**config.mk**
```make
export PLATFORM = sky130hd
export DESIGN_NAME = lsu_axi_flat
export DESIGN_NICKNAME = d
export VERILOG_FILES = /design/src/rtl/lsu_pkg.sv /design/src/rtl/lsu_axi_if.sv /design/src/rtl/lsu_lane_align.sv /design/src/rtl/lsu_axi.sv /design/src/flat_wrapper.sv
export SDC_FILE = /design/constraint.sdc
export NUM_CORES = 1
export LEC_CHECK = 0
export BUFFER_PORTS_ARGS = -buffer_cell sky130_fd_sc_hd__buf_4
export CORE_AREA = 2 2 184 186
export DETAILED_ROUTE_END_ITERATION = 10
export DIE_AREA = 0 0 186 188
export SYNTH_ARGS = -nofsm -noshare
export SYNTH_HDL_FRONTEND = slang
export SYNTH_SLANG_ARGS = --single-unit
```
**constraint.sdc**
```tcl
create_clock -name clk -period 2.2 [get_ports clk]
set_input_delay 0.33 -clock clk [delete_from_list [all_inputs] [get_ports clk]]
set_output_delay 0.33 -clock clk [all_outputs]
set_load 0.02 [all_outputs]
```
**src/rtl/lsu_pkg.sv**
```systemverilog
`default_nettype none
// ============================================================================
//  Module      : lsu_pkg
//  Description : Shared constants for the AXI-Lite load/store unit: func3
//                codes, FSM state encoding, response codes, size masks.
//  Revision    : 1.0 - initial release
// ============================================================================
package lsu_pkg;

  // RISC-V load/store func3 codes (stores share B/H/W/D encodings)
  localparam logic [2:0] F3_B  = 3'b000;
  localparam logic [2:0] F3_H  = 3'b001;
  localparam logic [2:0] F3_W  = 3'b010;
  localparam logic [2:0] F3_D  = 3'b011;
  localparam logic [2:0] F3_BU = 3'b100;
  localparam logic [2:0] F3_HU = 3'b101;
  localparam logic [2:0] F3_WU = 3'b110;

  localparam logic [1:0] RESP_OKAY = 2'b00;

  // Byte-enable patterns for an access at lane 0
  localparam logic [7:0] MASK_B = 8'h01;
  localparam logic [7:0] MASK_H = 8'h03;
  localparam logic [7:0] MASK_W = 8'h0F;
  localparam logic [7:0] MASK_D = 8'hFF;

  typedef enum logic [2:0] {
    S_IDLE = 3'd0,
    S_AR   = 3'd1,
    S_R    = 3'd2,
    S_W    = 3'd3,
    S_B    = 3'd4,
    S_DONE = 3'd5
  } state_t;

  // Size field func3[1:0] -> byte-enable pattern
  function automatic logic [7:0] size_mask(input logic [1:0] sz);
    case (sz)
      2'd0:    return MASK_B;
      2'd1:    return MASK_H;
      2'd2:    return MASK_W;
      default: return MASK_D;
    endcase
  endfunction

endpackage
`default_nettype wire

```
**src/rtl/lsu_axi_if.sv**
```systemverilog
`default_nettype none
// ============================================================================
//  Module      : lsu_axi_if
//  Description : AXI4-Lite-style data-memory port of the load/store unit.
//  Revision    : 1.0 - initial release
// ============================================================================
interface lsu_axi_if #(
  parameter int XLEN   = 32,
  parameter int ADDR_W = 32
);
  logic              m_arvalid;
  logic              m_arready;
  logic [ADDR_W-1:0] m_araddr;
  logic              m_rvalid;
  logic              m_rready;
  logic [XLEN-1:0]   m_rdata;
  logic [1:0]        m_rresp;
  logic              m_awvalid;
  logic              m_awready;
  logic [ADDR_W-1:0] m_awaddr;
  logic              m_wvalid;
  logic              m_wready;
  logic [XLEN-1:0]   m_wdata;
  logic [XLEN/8-1:0] m_wstrb;
  logic              m_bvalid;
  logic              m_bready;
  logic [1:0]        m_bresp;

  modport master (
    output m_arvalid, m_araddr, m_rready, m_awvalid, m_awaddr,
           m_wvalid, m_wdata, m_wstrb, m_bready,
    input  m_arready, m_rvalid, m_rdata, m_rresp, m_awready,
           m_wready, m_bvalid, m_bresp
  );

  modport slave (
    input  m_arvalid, m_araddr, m_rready, m_awvalid, m_awaddr,
           m_wvalid, m_wdata, m_wstrb, m_bready,
    output m_arready, m_rvalid, m_rdata, m_rresp, m_awready,
           m_wready, m_bvalid, m_bresp
  );
endinterface
`default_nettype wire

```
**src/rtl/lsu_lane_align.sv**
```systemverilog
`default_nettype none
// ============================================================================
//  Module      : lsu_lane_align
//  Description : Combinational byte-lane logic: load extract/extend, store
//                shift, write-strobe generation, misalign/illegal detection.
//  Revision    : 1.0 - initial release
// ============================================================================
module lsu_lane_align
  import lsu_pkg::*;
#(
  parameter int XLEN = 32
) (
  input  logic [2:0]                   func3,
  input  logic [$clog2(XLEN/8)-1:0]    off,
  input  logic                         is_load,
  input  logic                         is_store,
  input  logic [XLEN-1:0]              wdata,
  input  logic [XLEN-1:0]              rdata,
  output logic [XLEN-1:0]              load_val,
  output logic [XLEN-1:0]              store_data,
  output logic [XLEN/8-1:0]            store_strb,
  output logic                         bad
);
  localparam int STRB_W = XLEN / 8;
  localparam int OFF_W  = $clog2(STRB_W);

  logic [OFF_W+2:0] bit_sh;
  logic [XLEN-1:0]  shifted;
  logic [XLEN-1:0]  left;
  logic [6:0]       nbits;
  logic [6:0]       ext_sh;
  logic [7:0]       m8;
  logic [2:0]       off3;
  logic [2:0]       amask;
  logic             legal;

  // Lane shifting and sign/zero extension; shifting the field to the top and
  // back down performs the extension without per-size replication terms.
  always_comb begin
    bit_sh  = {off, 3'b000};
    shifted = rdata >> bit_sh;
    case (func3[1:0])
      2'd0:    nbits = 7'd8;
      2'd1:    nbits = 7'd16;
      2'd2:    nbits = 7'd32;
      default: nbits = 7'd64;
    endcase
    if (nbits > 7'(XLEN)) nbits = 7'(XLEN);
    ext_sh = 7'(XLEN) - nbits;
    left   = shifted << ext_sh;
    if (func3[2]) load_val = left >> ext_sh;
    else          load_val = $unsigned($signed(left) >>> ext_sh);
    store_data = wdata << bit_sh;
    m8         = size_mask(func3[1:0]) << off;
    store_strb = m8[STRB_W-1:0];
  end

  // Legality of func3 for the current XLEN plus natural-alignment check
  always_comb begin
    legal = 1'b0;
    if (is_load && is_store) begin
      legal = 1'b0;
    end else if (is_load) begin
      case (func3)
        F3_B, F3_H, F3_W, F3_BU, F3_HU: legal = 1'b1;
        F3_D, F3_WU:                    legal = (XLEN == 64);
        default:                        legal = 1'b0;
      endcase
    end else if (is_store) begin
      case (func3)
        F3_B, F3_H, F3_W: legal = 1'b1;
        F3_D:             legal = (XLEN == 64);
        default:          legal = 1'b0;
      endcase
    end
    off3 = 3'(off);
    case (func3[1:0])
      2'd0:    amask = 3'b000;
      2'd1:    amask = 3'b001;
      2'd2:    amask = 3'b011;
      default: amask = 3'b111;
    endcase
    bad = (is_load || is_store) && (!legal || (|(off3 & amask)));
  end

endmodule
`default_nettype wire

```
**src/rtl/lsu_axi.sv**
```systemverilog
`default_nettype none
// ============================================================================
//  Module      : lsu_axi
//  Description : Load/store unit between EXU and WBU, accessing data memory
//                over an AXI4-Lite-style master port with multi-cycle latency.
//  Revision    : 1.0 - initial release
// ============================================================================
module lsu_axi
  import lsu_pkg::*;
#(
  parameter int XLEN   = 32,
  parameter int ADDR_W = 32,
  parameter int PKG_W  = 107
) (
  input  logic              clk,
  input  logic              rst,
  input  logic              i_pre_valid,
  output logic              o_pre_ready,
  output logic              o_post_valid,
  input  logic              i_post_ready,
  input  logic [PKG_W-1:0]  i_pkg,
  input  logic              i_is_load,
  input  logic              i_is_store,
  input  logic [2:0]        i_func3,
  input  logic [ADDR_W-1:0] i_addr,
  input  logic [XLEN-1:0]   i_wdata,
  output logic [PKG_W-1:0]  o_pkg,
  output logic [XLEN-1:0]   o_rd,
  output logic              o_err,
  lsu_axi_if.master         axi
);
  localparam int OFF_W = $clog2(XLEN / 8);

  state_t              state, state_nx;
  logic [PKG_W-1:0]    pkg_q;
  logic [ADDR_W-1:0]   addr_q;
  logic [2:0]          func3_q;
  logic [XLEN-1:0]     wdata_q;
  logic [XLEN/8-1:0]   wstrb_q;
  logic [XLEN-1:0]     rd_q;
  logic                err_q;
  logic                aw_done;
  logic                w_done;
  logic                accept;
  logic [2:0]          f3_sel;
  logic [OFF_W-1:0]    off_sel;
  logic [XLEN-1:0]     ld_val;
  logic [XLEN-1:0]     st_data;
  logic [XLEN/8-1:0]   st_strb;
  logic                bad;

  assign accept  = i_pre_valid && (state == S_IDLE);
  // While idle the lane logic looks at the incoming request; afterwards it
  // works on the latched access so the read data can be aligned in R.
  assign f3_sel  = (state == S_IDLE) ? i_func3 : func3_q;
  assign off_sel = (state == S_IDLE) ? i_addr[OFF_W-1:0] : addr_q[OFF_W-1:0];

  lsu_lane_align #(.XLEN(XLEN)) u_align (
    .func3      (f3_sel),
    .off        (off_sel),
    .is_load    (i_is_load),
    .is_store   (i_is_store),
    .wdata      (i_wdata),
    .rdata      (axi.m_rdata),
    .load_val   (ld_val),
    .store_data (st_data),
    .store_strb (st_strb),
    .bad        (bad)
  );

  assign o_pkg        = pkg_q;
  assign o_rd         = rd_q;
  assign o_err        = err_q;
  assign axi.m_araddr = addr_q;
  assign axi.m_awaddr = addr_q;
  assign axi.m_wdata  = wdata_q;
  assign axi.m_wstrb  = wstrb_q;

  // State register
  always_ff @(posedge clk) begin
    if (!rst) state <= S_IDLE;
    else      state <= state_nx;
  end

  // Next-state and handshake outputs
  always_comb begin
    state_nx      = state;
    o_pre_ready   = 1'b0;
    o_post_valid  = 1'b0;
    axi.m_arvalid = 1'b0;
    axi.m_rready  = 1'b0;
    axi.m_awvalid = 1'b0;
    axi.m_wvalid  = 1'b0;
    axi.m_bready  = 1'b0;
    case (state)
      S_IDLE: begin
        o_pre_ready = 1'b1;
        if (i_pre_valid) begin
          if (!(i_is_load || i_is_store) || bad) state_nx = S_DONE;
          else if (i_is_load)                    state_nx = S_AR;
          else                                   state_nx = S_W;
        end
      end
      S_AR: begin
        axi.m_arvalid = 1'b1;
        if (axi.m_arready) state_nx = S_R;
      end
      S_R: begin
        axi.m_rready = 1'b1;
        if (axi.m_rvalid) state_nx = S_DONE;
      end
      S_W: begin
        axi.m_awvalid = !aw_done;
        axi.m_wvalid  = !w_done;
        if ((aw_done || axi.m_awready) && (w_done || axi.m_wready)) state_nx = S_B;
      end
      S_B: begin
        axi.m_bready = 1'b1;
        if (axi.m_bvalid) state_nx = S_DONE;
      end
      S_DONE: begin
        o_post_valid = 1'b1;
        if (i_post_ready) state_nx = S_IDLE;
      end
      default: state_nx = S_IDLE;
    endcase
  end

  // Request latching, write-channel bookkeeping and result capture
  always_ff @(posedge clk) begin
    if (!rst) begin
      pkg_q   <= '0;
      addr_q  <= '0;
      func3_q <= '0;
      wdata_q <= '0;
      wstrb_q <= '0;
      rd_q    <= '0;
      err_q   <= 1'b0;
      aw_done <= 1'b0;
      w_done  <= 1'b0;
    end else begin
      case (state)
        S_IDLE: if (accept) begin
          pkg_q   <= i_pkg;
          addr_q  <= i_addr;
          func3_q <= i_func3;
          wdata_q <= st_data;
          wstrb_q <= st_strb;
          aw_done <= 1'b0;
          w_done  <= 1'b0;
          err_q   <= 1'b0;
          rd_q    <= XLEN'(i_addr);
          if (i_is_load || i_is_store) begin
            if (bad) begin
              err_q <= 1'b1;
              rd_q  <= '0;
            end else if (i_is_load) begin
              rd_q  <= '0;
            end
          end
        end
        S_W: begin
          if (axi.m_awready) aw_done <= 1'b1;
          if (axi.m_wready)  w_done  <= 1'b1;
        end
        S_R: if (axi.m_rvalid) begin
          if (axi.m_rresp != RESP_OKAY) begin
            err_q <= 1'b1;
            rd_q  <= '0;
          end else begin
            rd_q  <= ld_val;
          end
        end
        S_B: if (axi.m_bvalid && (axi.m_bresp != RESP_OKAY)) err_q <= 1'b1;
        default: ;
      endcase
    end
  end

endmodule
`default_nettype wire

```
**src/flat_wrapper.sv**
```systemverilog
// flat-port wrapper written by rule: the top's interface ports become plain ports
module lsu_axi_flat import lsu_pkg::*;
#(
  parameter int XLEN   = 32,
  parameter int ADDR_W = 32,
  parameter int PKG_W  = 107
)
  (clk, rst, i_pre_valid, o_pre_ready, o_post_valid, i_post_ready, i_pkg, i_is_load, i_is_store, i_func3, i_addr, i_wdata, o_pkg, o_rd, o_err, axi_m_arvalid, axi_m_araddr, axi_m_rready, axi_m_awvalid, axi_m_awaddr, axi_m_wvalid, axi_m_wdata, axi_m_wstrb, axi_m_bready, axi_m_arready, axi_m_rvalid, axi_m_rdata, axi_m_rresp, axi_m_awready, axi_m_wready, axi_m_bvalid, axi_m_bresp);
  lsu_axi_if #(.XLEN(XLEN), .ADDR_W(ADDR_W)) axi_i ();
  input  logic clk;
  input  logic rst;
  input  logic i_pre_valid;
  output logic o_pre_ready;
  output logic o_post_valid;
  input  logic i_post_ready;
  input  logic [PKG_W-1:0] i_pkg;
  input  logic i_is_load;
  input  logic i_is_store;
  input  logic [2:0] i_func3;
  input  logic [ADDR_W-1:0] i_addr;
  input  logic [XLEN-1:0] i_wdata;
  output logic [PKG_W-1:0] o_pkg;
  output logic [XLEN-1:0] o_rd;
  output logic o_err;
  output wire logic [$bits(axi_i.m_arvalid)-1:0] axi_m_arvalid;
  output wire logic [$bits(axi_i.m_araddr)-1:0] axi_m_araddr;
  output wire logic [$bits(axi_i.m_rready)-1:0] axi_m_rready;
  output wire logic [$bits(axi_i.m_awvalid)-1:0] axi_m_awvalid;
  output wire logic [$bits(axi_i.m_awaddr)-1:0] axi_m_awaddr;
  output wire logic [$bits(axi_i.m_wvalid)-1:0] axi_m_wvalid;
  output wire logic [$bits(axi_i.m_wdata)-1:0] axi_m_wdata;
  output wire logic [$bits(axi_i.m_wstrb)-1:0] axi_m_wstrb;
  output wire logic [$bits(axi_i.m_bready)-1:0] axi_m_bready;
  input wire logic [$bits(axi_i.m_arready)-1:0] axi_m_arready;
  input wire logic [$bits(axi_i.m_rvalid)-1:0] axi_m_rvalid;
  input wire logic [$bits(axi_i.m_rdata)-1:0] axi_m_rdata;
  input wire logic [$bits(axi_i.m_rresp)-1:0] axi_m_rresp;
  input wire logic [$bits(axi_i.m_awready)-1:0] axi_m_awready;
  input wire logic [$bits(axi_i.m_wready)-1:0] axi_m_wready;
  input wire logic [$bits(axi_i.m_bvalid)-1:0] axi_m_bvalid;
  input wire logic [$bits(axi_i.m_bresp)-1:0] axi_m_bresp;
  assign axi_m_arvalid = axi_i.m_arvalid;
  assign axi_m_araddr = axi_i.m_araddr;
  assign axi_m_rready = axi_i.m_rready;
  assign axi_m_awvalid = axi_i.m_awvalid;
  assign axi_m_awaddr = axi_i.m_awaddr;
  assign axi_m_wvalid = axi_i.m_wvalid;
  assign axi_m_wdata = axi_i.m_wdata;
  assign axi_m_wstrb = axi_i.m_wstrb;
  assign axi_m_bready = axi_i.m_bready;
  assign axi_i.m_arready = axi_m_arready;
  assign axi_i.m_rvalid = axi_m_rvalid;
  assign axi_i.m_rdata = axi_m_rdata;
  assign axi_i.m_rresp = axi_m_rresp;
  assign axi_i.m_awready = axi_m_awready;
  assign axi_i.m_wready = axi_m_wready;
  assign axi_i.m_bvalid = axi_m_bvalid;
  assign axi_i.m_bresp = axi_m_bresp;
  lsu_axi #(.XLEN(XLEN), .ADDR_W(ADDR_W), .PKG_W(PKG_W)) u_core (.clk(clk), .rst(rst), .i_pre_valid(i_pre_valid), .o_pre_ready(o_pre_ready), .o_post_valid(o_post_valid), .i_post_ready(i_post_ready), .i_pkg(i_pkg), .i_is_load(i_is_load), .i_is_store(i_is_store), .i_func3(i_func3), .i_addr(i_addr), .i_wdata(i_wdata), .o_pkg(o_pkg), .o_rd(o_rd), .o_err(o_err), .axi(axi_i));
endmodule
```
; ---- Word level (Yosys, flattened, before mapping)
; Cells that the tools add are included.
; W data, S select, Z words.
[totals]
register_bits = 216
latch_bits = 0
mem_bits_rw = 0
mem_bits_ro = 0
input_bits = 221
out_inout_bits = 247
elab_cells = 119
n_memories = 0
[classes]
addsub = 1
mul = 0
div_mod_pow = 0
order_cmp = 1
eq_ne = 22
shifts = 6
n_mux = 47
bitwise = 1
reduce_logical = 31
[ops]
columns = cell, n
row1 = $mux W32, 7
row2 = $pmux W32 S2, 1
row3 = $shl A32 B5 Y32, 1
row4 = $shl A32 B7 Y32, 1
row5 = $shr A32 B5 Y32, 1
row6 = $shr A32 B7 Y32, 1
row7 = $sshr A32 B7 Y32, 1
row8 = $mux W3, 8
row9 = $pmux W8 S3, 1
row10 = $mux W1, 21
row11 = $pmux W7 S3, 1
row12 = $pmux W3 S6, 1
row13 = $ne A2 B2 Y1 const B, 7
row14 = $eq A3 B3 Y1 const B, 4
row15 = $eq A3 B2 Y1 const B, 3
row16 = $pmux W3 S3, 1
row17 = $reduce_and A3 Y1, 3
row18 = $ne A2 B1 Y1 const B, 4
row19 = $reduce_bool A2 Y1, 4
row20 = $shl A8 B2 Y4, 1
row21 = $gt A7 B6 Y1 const B, 1
row22 = $mux W7, 1
row23 = $sub A6 B7 Y7 const A, 1
row24 = $eq A3 B1 Y1 const B, 2
row25 = other kinds (17), 32

; ---- Logic depth before layout (Yosys ltp)
[logic_depth]
ltp_word = 15
mapped_depth = 10
mapped_depth_nobuf = 6

; ---- By module
; Synthesis repeated with hierarchy kept, for this count alone.
[hier_totals]
hier_cells = 1295
hier_area_um2 = 10511.3
[modules_own_cells]
columns = mod, instances, cells_per_inst, area_per_inst_um2, seq_area_each_um2
row1 = lsu_axi, 1, 1022, 8683.3, 4324.1
row2 = lsu_lane_align, 1, 273, 1828.0, 0.0

; ---- Worst setup path before layout
; OpenSTA, ideal clock, no wires.
[synth_path]
kind = reg-to-reg
start = register u_core.state[0]
end = register u_core.wdata_q[27] (netlist: u_core.axi.m_wdata[27])
arrival_ns = 1.982
required_ns = 2.084
path_slack_ns = 0.102
path_stages_with_launch = 11
synth_period_minus_slack_ns = 2.098
cell_sequence = dfxtp_1 -> buf_6 -> or3_1 -> buf_4 -> inv_8 -> mux2_4 -> buf_6 -> buf_6 -> a211oi_1 -> a211oi_1 -> a31o_1
[synth_via]
elab_chain_cells = 3
elab_cells_between_ends = 5
cone_classes = 1 x shift / 1 x mux / 3 x reduce/logical
[synth_rtl]
columns = item, line
row1 = from (decl), lsu_axi.sv:34  ; state_t state, state_nx;
row2 = from (signal assigned), lsu_axi.sv:82  ; else state <= state_nx;
row3 = $logic_not A3 Y1 (*), "lsu_axi.sv:52, lsu_axi.sv:56, lsu_axi.sv:142"
row4 = $mux W2 or $logic_and A1 B1 Y1 (tied branches), "lsu_axi.sv:56, lsu_axi.sv:52"
row5 = $shl A32 B5 Y32 or $reduce_and A2 Y1 (tied branches), n/a
row6 = to (signal assigned), lsu_axi.sv:147  ; wdata_q <= st_data;
row7 = to (decl), lsu_axi.sv:38  ; logic [XLEN-1:0] wdata_q;
; Mark *: on every way between the ends. The rest lies on a longest branch, timed or not.
; A chain may end at the register's enable or synchronous reset.

; ---- Final worst setup path
[layout_path]
start = register u_core.state[0]
end = output port axi_m_rready
[layout_via]
elab_chain_cells = 2
[layout_rtl]
columns = item, line
row1 = $eq A3 B2 Y1, lsu_axi.sv:95  ; case (state)
row2 = $mux W1, lsu_axi.sv:95
row3 = to (decl), flat_wrapper.sv:27  ; output wire logic [$bits(axi_i.m_rready)-1:0] axi_m_rready;
; Every way passes these cells.

==> qor.yml <==
critical_path:
  required_ns: 1.87
  start_kind: "flip-flop"
  cp_max_fo: 10
  end_kind: "primary output"
  worstSetupPathDepth: 5
  startpoint: "u_core.state[0]"
  crit_chain: "buf_6, buf_4, nor3_4, buf_4, buf_4"
  cp.arrival_ns: 1.78
  critPathTopFamily: "buffers and inverters"
  cp-endpoint: "axi_m_rready"
  reg2reg_depth: 7
  r2r_end: "u_core.axi.m_wdata[1]"
  worst-r2r-setup-slack_ns: 0.13
  reg2reg_from: "u_core.state[2]"
  crit_type: "reg -> out"
  critPathSlowestCell: "dfxtp_1"
  path_common_cell: "buf_4"
  max_stage_delay_ns: 0.34
  crit_buf_inv: 4
sta:
  min_period_ns: 2.11
  tightest_slew_ns: 0.557
  slew_viol_final: 0
  max-slew-margin-rel: 0.621
  finalClockSkew_ns: 0.00817
  hold_violations: 0
  setup_viol: 0
  rsz0062_at_grt: "no"
  tns_ns: 0
  fmax_mhz: 474
  fin_crit_sh: 0.959
logic_synthesis:
  synth.cell_area_sq_mm: 0.00959
  synth.distinct_cells: 70
  synth_nets: 1392
  synthCells: 1171
  synth-edff-count: 0
  avgSynthCellArea_sq_um: 8.19
  async_reset_ff_frac: 0
  yosys_register_bits: 216
  yosysSeqAreaShare: 0.451
  ys.flop_type: "dfxtp_1"
  ys_warn_count: 0
global_route:
  antenna_found_initial: 1
  grt_pass1_wl_microns: 56700
  first_global_vias: 9594
  overflow: 0
  grt_max_degree: 81
  grtUsageTotal: 0.209
run:
  cap_violations: 0
floorplanning:
  die_x_microns: 186
  start_util: 0.289
  std_cell_rows: 67
  dieArea_sq_mm: 0.0350
  core_sq_mm: 0.0331
  die_height_microns: 188
  io_pins: 468
power_and_ir_drop:
  pwr_density_cell_mw_per_mm2: 1380
  ir_drop_v: 0.000670
  p_leak_nw: 6.46
cts:
  cts_buffer_depth: 3
  root_buffer: "clkbuf_16"
  clk_latency_ns: 0.54
  cts_tree: "yes"
  h-tree-depth: 1
  path_clk_slew_ns: 0.06
  cts_buffers: 27
  cts_num_sinks: 216
placement:
  placed_cells: 2014
  hpwl_microns: 29400
  gp_congestion: 0.879
  portBuffers: 467
  placed_cell_area_sq_mm: 0.0135
finish:
  syn_to_final_growth_pct: 51.5
  fin_area_sq_mm: 0.0145
  finalNonFillerCells: 2069
  nNetsFinal: 1824
  drive_gt1_frac: 0.384
  n_antenna_cell: 0
  seqCellArea_sq_mm: 0.00433
  multiInputGateArea_sq_mm: 0.00459
  fill_cells: 3322
status:
  outcome: "finished, final reports clean"
route:
  routedWlPerCell_microns: 18.8
  ant_nets: 0
  viasPerCell: 4.88
  drc: 0
  drt_iter0_markers: 651
  drtPass1Iterations: 5
  wirelength_microns: 39000
  vias: 10100
min_path:
  holdCritPathClass: "in -> reg"
  hold_depth: 2
-- what timing repair did --
action                                 in CTS  in global routing
resized for setup                           3                  8
hold buffers                                2                  0
setup endpoints to repair                   2                 50
endpoints found under the hold margin       2                  0
buffers inserted                            0                  6
pin swaps                                   0                  1
-- power breakdown --
group          internal, mW  total [mW]  switching, mW
Combinational          4.00        9.77           5.78
Clock                  2.87        4.65           1.78
Sequential             4.92        5.55          0.636
Total                  11.8        20.0           8.19
-- sequential cells by signal, summed over array words and instances, names as in the netlist --
signal	flops
u_core.aw_done	1
u_core.axi.m_araddr	32
u_core.axi.m_wdata	32
u_core.axi.m_wstrb	4
u_core.func3_q	3
u_core.o_err	1
u_core.o_pkg	107
u_core.o_rd	32
u_core.state	3
u_core.w_done	1
-- per-stage QoR --
step	hold slack, ns	worst slack (ns)	power [mW]	utilization
2_1_floorplan	0.456	0.102	11.5	-
3_3_place_gp	0.439	0.0416	15.1	0.407
3_5_place_dp	0.447	0.00938	15.2	0.407
4_1_cts	0.00222	0.0110	20.0	0.436
5_1_grt	0.0164	0.0252	21.1	0.439
6_report	0.0311	0.0905	20.0	0.439
-- layout make-up --
type                            count  share of cell area
Multi-Input combinational cell    822               0.316
Timing Repair Buffer              528               0.282
Clock inverter                     10              0.0108
Inverter                            8             0.00293
Tap cell                          448              0.0386
Clock buffer                       37              0.0526
Sequential cell                   216               0.298
-- synthesized netlist by cell type, types with 5 or more instances --
cell type | number | area (sq um)
nand2_1 | 314 | 1180
and2_1 | 8 | 50.1
a211oi_2 | 5 | 62.6
a211oi_1 | 22 | 165
o21ai_0 | 37 | 185
a22oi_1 | 11 | 82.6
a31o_1 | 11 | 96.3
nor3_1 | 7 | 35.0
a21oi_1 | 162 | 811
a2bb2oi_1 | 7 | 61.3
a221oi_1 | 8 | 70.1
nand3_1 | 15 | 75.1
a22o_1 | 9 | 78.8
dfxtp_1 | 216 | 4320
buf_4 | 37 | 278
nor2_1 | 50 | 188
o31a_1 | 5 | 43.8
mux2i_1 | 21 | 210
a21o_1 | 6 | 45.0
a31oi_1 | 23 | 144
buf_2 | 22 | 110
and3_1 | 21 | 131
buf_6 | 9 | 101
mux2_2 | 13 | 146
inv_1 | 7 | 26.3
clkbuf_1 | 54 | 203
-- layer usage --
metal / GRT usage / part of all wire / up-vias
li1: - / - / 4884
met1: 0.258 / 0.41 / 4743
met2: 0.365 / 0.49 / 418
met3: 0.0499 / 0.082 / 58
met4: 0.0463 / 0.020 / 2
met5: 0 / 0.00026 / -
-- layout by cell type (no fill, tap or decap), types with 6 or more instances in the layout --
master     netlist  layout
and2_1           8       8
buf_4           37     515
a211oi_1        22      22
a22oi_1         11      11
a31o_1          11      11
nor2_1          50      50
clkbuf_16        0      27
o21ai_0         37      37
nand3_1         15      14
nor3_1           7       7
a221oi_1         8       8
and3_1          21      20
dfxtp_1        216     215
inv_1            7       6
mux2_2          13      13
nand2_1        314     314
a31oi_1         23      22
buf_12           0       9
a2bb2oi_1        7       7
a21oi_1        162     162
mux2i_1         21      21
a21o_1           6       6
a22o_1           9       9
-- cell families (layout without fill, tap and decap cells) --
family,count (synthesis),in the layout,synth area share
and+or+nand+nor,445,445,0.200
AOI/OAI and AO/OA,337,337,0.224
DFF,216,216,0.451
buffers and inverters,133,583,0.0773
muxes,39,39,0.0473
xor gates and xnor gates,1,1,0.000914
-- how the worst min path moves through the flow --
stage / slack, ns / start / to
final: 0.03 / i_wdata[0] / u_core.axi.m_wdata[0]
after detailed placement: 0.45 / u_core.o_pkg[43] / u_core.o_pkg[43]
after CTS: 0.002 / i_pkg[36] / u_core.o_pkg[36]
after global placement: 0.44 / u_core.axi.m_wdata[10] / u_core.axi.m_wdata[10]
after global routing: 0.02 / i_wdata[4] / u_core.axi.m_wdata[4]
after floorplan: 0.46 / i_wdata[0] / u_core.axi.m_wdata[0]
No activity file was read; power rests on OpenSTA's default activity.
